===== src/rtl/shifter_sll_seq.sv =====
// Multi-cycle logical-left shifter (SLL) with a start/busy/done handshake.
// It is the left-shift counterpart of the ALU SRL path and feeds the same result mux.
// dataA is the value, dataB[SHAMT_W-1:0] is the shift amount and Signal is the 6-bit function code.
// Optional feature: define SHIFTER_STEP4_EN to shift 4 bits per cycle while the
// remaining count is at least 4. Results are the same in both builds; only latency changes.
module shifter_sll_seq #(
    parameter int unsigned WIDTH   = 32,
    parameter int unsigned SHAMT_W = 5,
    parameter logic [5:0]  SLL     = 6'b000000
) (
    input  logic             clk,
    input  logic             reset,
    input  logic             start,
    input  logic [WIDTH-1:0] dataA,
    input  logic [WIDTH-1:0] dataB,
    input  logic [5:0]       Signal,
    output logic             busy,
    output logic             done,
    output logic [WIDTH-1:0] dataOut
);

    localparam logic [1:0] ST_IDLE = 2'd0;
    localparam logic [1:0] ST_BUSY = 2'd1;
    localparam logic [1:0] ST_FIN  = 2'd2;

    logic [1:0]         state,   state_nxt;
    logic [WIDTH-1:0]   sreg,    sreg_nxt;
    logic [SHAMT_W-1:0] cnt,     cnt_nxt;
    logic [5:0]         op,      op_nxt;
    logic               busy_nxt;
    logic               done_nxt;
    logic [WIDTH-1:0]   dout_nxt;

    logic [WIDTH-1:0]   step_sreg;
    logic [SHAMT_W-1:0] step_cnt;
    logic [SHAMT_W-1:0] in_shamt;
    logic               in_is_sll;

    assign in_shamt  = dataB[SHAMT_W-1:0];
    assign in_is_sll = (Signal == SLL);

    // Upper shift-amount bits are intentionally ignored.
    generate
        if (WIDTH > SHAMT_W) begin : g_unused_b
            logic unused_b_hi;
            assign unused_b_hi = ^dataB[WIDTH-1:SHAMT_W];
        end
    endgenerate

    // One shift step: the shifted value and the remaining count after this cycle.
    always_comb begin
        step_sreg = sreg << 1;
        step_cnt  = cnt - SHAMT_W'(1);
`ifdef SHIFTER_STEP4_EN
        if (32'(cnt) >= 32'd4) begin
            step_sreg = sreg << 4;
            step_cnt  = cnt - SHAMT_W'(4);
        end
`endif
    end

    // Next-state and next-output logic; all outputs are registered below.
    always_comb begin
        state_nxt = state;
        sreg_nxt  = sreg;
        cnt_nxt   = cnt;
        op_nxt    = op;
        busy_nxt  = 1'b0;
        done_nxt  = 1'b0;
        dout_nxt  = dataOut;
        case (state)
            ST_IDLE: begin
                if (start) begin
                    sreg_nxt = dataA;
                    cnt_nxt  = in_shamt;
                    op_nxt   = Signal;
                    if (in_is_sll && (in_shamt != '0)) begin
                        state_nxt = ST_BUSY;
                        busy_nxt  = 1'b1;
                    end else begin
                        // Zero shift or unsupported code finishes straight away.
                        state_nxt = ST_FIN;
                        done_nxt  = 1'b1;
                        dout_nxt  = in_is_sll ? dataA : '0;
                    end
                end
            end
            ST_BUSY: begin
                sreg_nxt = step_sreg;
                cnt_nxt  = step_cnt;
                if (step_cnt == '0) begin
                    state_nxt = ST_FIN;
                    done_nxt  = 1'b1;
                    dout_nxt  = (op == SLL) ? step_sreg : '0;
                end else begin
                    busy_nxt = 1'b1;
                end
            end
            ST_FIN: begin
                // Any start seen here is dropped; the next one is taken from IDLE.
                state_nxt = ST_IDLE;
            end
            default: begin
                state_nxt = ST_IDLE;
            end
        endcase
    end

    // State and output registers; reset aborts any operation in flight.
    always_ff @(posedge clk or negedge reset) begin
        if (!reset) begin
            state   <= ST_IDLE;
            sreg    <= '0;
            cnt     <= '0;
            op      <= '0;
            busy    <= 1'b0;
            done    <= 1'b0;
            dataOut <= '0;
        end else begin
            state   <= state_nxt;
            sreg    <= sreg_nxt;
            cnt     <= cnt_nxt;
            op      <= op_nxt;
            busy    <= busy_nxt;
            done    <= done_nxt;
            dataOut <= dout_nxt;
        end
    end

endmodule

===== config.mk =====
export PLATFORM = sky130hd
export DESIGN_NAME = shifter_sll_seq
export DESIGN_NICKNAME = d
export VERILOG_FILES = /design/src/rtl/shifter_sll_seq.sv
export SDC_FILE = /design/constraint.sdc
export NUM_CORES = 1
export LEC_CHECK = 0
export BUFFER_PORTS_ARGS = -buffer_cell sky130_fd_sc_hd__clkbuf_2
export CAP_MARGIN = 20
export CELL_PAD_IN_SITES_DETAIL_PLACEMENT = 1
export CELL_PAD_IN_SITES_GLOBAL_PLACEMENT = 1
export CORE_MARGIN = 4
export CORE_UTILIZATION = 40
export DETAILED_ROUTE_END_ITERATION = 10
export PLACE_DENSITY_LB_ADDON = 0.1
export SLEW_MARGIN = 30
export SYNTH_ARGS = -nofsm -noshare
export SYNTH_HDL_FRONTEND = slang
export SYNTH_SLANG_ARGS = --single-unit
export TNS_END_PERCENT = 100

===== constraint.sdc =====
create_clock -name clk -period 2.66 [get_ports clk]
set_input_delay 0.266 -clock clk [delete_from_list [all_inputs] [get_ports clk]]
set_output_delay 0.266 -clock clk [all_outputs]
set_load 0.01 [all_outputs]

==> out/results.md <==
| Item | This run | Unit |
|---|---|---|
| Count of port buffers added during placement | 79 | - |
| Vias in the first global route | 3277 | - |
| Max stage delay cell, worst path | sky130_fd_sc_hd__dfrtp_1 | - |
| Setup repair after global routing missed its margin | false | - |
| Cell area after synthesis | 0.00379 | sq mm |
| Area of the die | 0.0111 | sq mm |
| Final worst slack | 474 | ps |
| Warning count from the yosys run | 0 | - |
| Die Wd | 105 | microns |
| Sequence of cells on the critical path | inv_1 -> ha_1 -> and3b_1 -> a31oi_1 -> nor3b_1 -> a21o_2 -> buf_12 -> mux2_2 | - |
| Power dissipated by switching net loads | 886 | uW |
| Clock transition time at the flip-flop clock pins of the worst setup and hold paths | 90 | ps |
| Number of ports placed on the die boundary | 107 | - |
| GRT busiest layer | met2 | - |
| Total CTS buffers | 9 | - |
| Capturing element type of the critical path | register | - |
| Final weighted congestion of routability-driven global placement | 0.752 | - |
| Power share of the clock group | 36.9 | % |
| Final Instance Area | 0.00459 | sq mm |
| Number of clock sinks seen by CTS | 78 | - |
| R2r startpoint | cnt[1]$_DFFE_PN0P_ | - |
| Mean area per synthesized cell | 11.6 | sq um |
| Detailed-route wire length | 10300 | microns |
| ANT cells | 0 | - |
| Fraction of layout cells with a size suffix above 1 | 36.9 | % |
| Relative contribution of combinational cells to total power | 15.0 | % |
| # Post-CTS Setup Buffers | 0 | - |
| Effective utilization at floorplan | 41.0 | % |
| Switching fraction of total power | 28.6 | % |
| Fin Setup TNS | 0 | ps |
| Hold violation count in the final report | 0 | - |
| Post-placement worst setup slack | 466 | ps |
| Worst relative slew slack | 49.9 | % |
| Actual slew at the worst max-slew pin | 752 | ps |
| Leading cell types by total area after synthesis | sky130_fd_sc_hd__dfrtp_1, sky130_fd_sc_hd__mux2_4, sky130_fd_sc_hd__o22ai_1 | - |
| Pwr Density | 673 | mW/mm^2 |
| Cell with the most instances after synthesis | sky130_fd_sc_hd__dfrtp_1 | - |
| NumNets Final | 477 | - |
| Yosys reg bits | 78 | - |
| Number of iterations in the first detailed-routing pass | 4 | - |
| Fraction of registers with async set or reset after synthesis | 100 | % |
| Worst hold margin | 162 | ps |
| Cell-internal power | 2210 | uW |
| Seq/Total Area, Yosys | 51.5 | % |
| Critical-path maximum fanout | 33 | - |
| Initial antenna violation count | 0 | - |
| TritonCTS clock tree | done | - |
| Maximum single-stage delay on the critical path | 420 | ps |
| Share of Yosys cell area claimed by the top area cell type | 51.5 | % |
| Number of distinct library cells after synthesis | 34 | - |
| Drt initial violations | 133 | - |
| Global-route congestion overflow total | 0 | - |
| Area after detailed placement | 0.00433 | sq mm |
| Reg-to-reg setup timing slack | 470 | ps |
| Clock Skews | 15.5 | ps |
| Detail-routed via count per cell | 5.79 | - |
| Die height | 105 | microns |
| Layout Utilization | 49.7 | % |
| Count of maximum capacitance violations | 0 | - |
| Count of unresolved DRC violations after routing | 0 | - |
| GRT Resource Usage Total | 19.3 | % |
| Area growth from synthesis to layout | 21.1 | % |
| Maximum buffer depth of the clock tree | 2 | - |
| Met2 layer usage reported by global route | 30.8 | % |
| Highest achievable clock rate | 0.458 | GHz |
| Startpoint kind of the worst setup timing path | register | - |
| Hold Startpoint | Signal[4] | - |
| Total nets after synthesis | 403 | - |
| Kind of critical path | register to register | - |
| Leading post-synthesis cells by instance count | sky130_fd_sc_hd__dfrtp_1, sky130_fd_sc_hd__o22ai_1, sky130_fd_sc_hd__a21oi_1 | - |
| Share of power burned in registers | 48.1 | % |
| Largest vdd supply drop | 266 | uV |
| Data required time of the critical path | 2890 | ps |
| Tmin final | 2190 | ps |
| Signal arrival time at the worst endpoint | 2420 | ps |
| Area of the core | 0.00924 | sq mm |
| Main synth FF type | sky130_fd_sc_hd__dfrtp_1 | - |
| Run status | complete, no violations | - |
| Cell type with the highest aggregate area in the netlist | sky130_fd_sc_hd__dfrtp_1 | - |
| H-tree level count | 3 | - |
| Row count | 35 | - |
| HP Class | primary input to register | - |
| ANT nets after route | 0 | - |
| Gate count of the mapped netlist | 328 | - |
| Standby leakage power | 0.00211 | uW |
| Met3 track utilization from global routing | 3.18 | % |
| Start point of the critical path | cnt[1]$_DFFE_PN0P_ | - |
| EDFF count, synth | 0 | - |
| Final-report setup violation count | 0 | - |
| Clock tree root driver cell | sky130_fd_sc_hd__clkbuf_8 | - |
| Skew-Pair Late Insertion Delay | 350 | ps |
| Hpwl dp | 6410 | microns |
| Maximum number of pins on one net before global-route repair | 79 | - |
| Wire length of the first global-routing pass | 17100 | microns |
| Number of max-slew violations in the final report | 0 | - |
| Routed length per instance | 19.2 | microns |
| Global routing usage on met1 | 27.0 | % |
| Final cycle utilization of the critical path | 82.2 | % |
| DR vias | 3103 | - |
final timing paths:
| path | endpoint | cells after the start |
|---|---|---|
| setup / recovery | dataOut[25]$_DFFE_PN0P_ | 8 |
| hold / removal | op[4]$_DFFE_PN0P_ | 2 |
| setup reg to reg | dataOut[25]$_DFFE_PN0P_ | 8 |
| hold reg to reg | op[5]$_DFFE_PN0P_ | 1 |
| max in group asynchronous | busy$_DFF_PN0_ | 2 |
| min in group asynchronous | dataOut[30]$_DFFE_PN0P_ | 2 |
repair_timing:
item / CTS / global route
endpoints found under the hold margin: 78 / 0
gates resized for setup: 0 / 0
hold buffers: 1 / 0
logic make-up (layout without fill, tap and decap cells):
family                     count (synthesis)  in the layout  synth area share (%)
and+or+nand+nor                           29             29                  4.52
DFF                                       78             78                  51.5
adders and majority gates                  2              2                 0.660
muxes                                     37             37                  13.8
buffers and inverters                     35            114                  4.46
AOI/OAI and AO/OA                        147            147                  25.1
critical path, delay by kind of cell (launching register included):
kind,cells,cell delay [ps]
buffers and inverters,2,380
adder cells (fa/ha/maj),1,230
multiplexers,1,370
AND/OR/NAND/NOR,2,430
flip-flops,1,420
AO/OA/AOI/OAI,2,240
metal layers:
metal,wire (microns),up-vias
met5,0,-
met3,405,6
met4,83,0
met1,4900,1586
li1,-,1429
met2,4920,82
layout make-up:
class	count	area [sq um]
timing repair buffer	92	514
fill	1032	4650
sequential	78	1950
inverter	6	22.5
multi-input combinational	215	1690
tap	129	161
clock buffer	10	138
clock inverter	6	118
through the flow:
stage | power (uW) | instances
final | 3090 | 536
after global placement | 1940 | 519
after floorplan | 1780 | 328
after CTS | 3120 | 536
after global routing | 3240 | 536
after detailed placement | 1970 | 519
layout by cell type (no fill, tap or decap), types with 2 or more instances in the layout:
cell type / netlist / layout
sky130_fd_sc_hd__inv_1: 4 / 4
sky130_fd_sc_hd__bufinv_16: 0 / 3
sky130_fd_sc_hd__clkbuf_8: 0 / 10
sky130_fd_sc_hd__dfrtp_1: 78 / 78
sky130_fd_sc_hd__a31oi_1: 2 / 2
sky130_fd_sc_hd__o21ai_0: 7 / 7
sky130_fd_sc_hd__nor2_1: 6 / 6
sky130_fd_sc_hd__buf_4: 0 / 11
sky130_fd_sc_hd__o22ai_1: 66 / 66
sky130_fd_sc_hd__mux2_4: 28 / 28
sky130_fd_sc_hd__mux2_2: 8 / 8
sky130_fd_sc_hd__nor3_1: 2 / 2
sky130_fd_sc_hd__a21oi_1: 36 / 36
sky130_fd_sc_hd__clkbuf_2: 0 / 78
sky130_fd_sc_hd__nor3b_1: 2 / 2
sky130_fd_sc_hd__nor2b_1: 2 / 2
sky130_fd_sc_hd__nand2_1: 6 / 6
sky130_fd_sc_hd__a22o_1: 31 / 31
sky130_fd_sc_hd__nand3_1: 4 / 4
sky130_fd_sc_hd__ha_1: 2 / 2
power groups by stage:
stage	sequential, uW	clock, uW	combinational, uW
floorplan	1460	0	320
finish	1490	1140	464
global placement	1500	0	446
CTS	1480	1160	472
global route	1510	1210	522
detailed placement	1510	0	466
sequential cells by signal, summed over array words and instances, names as in the netlist:
register  cells
busy          1
cnt           5
dataOut      32
done          1
op            6
sreg         31
state         2
Power figures use the tool's default switching activity.
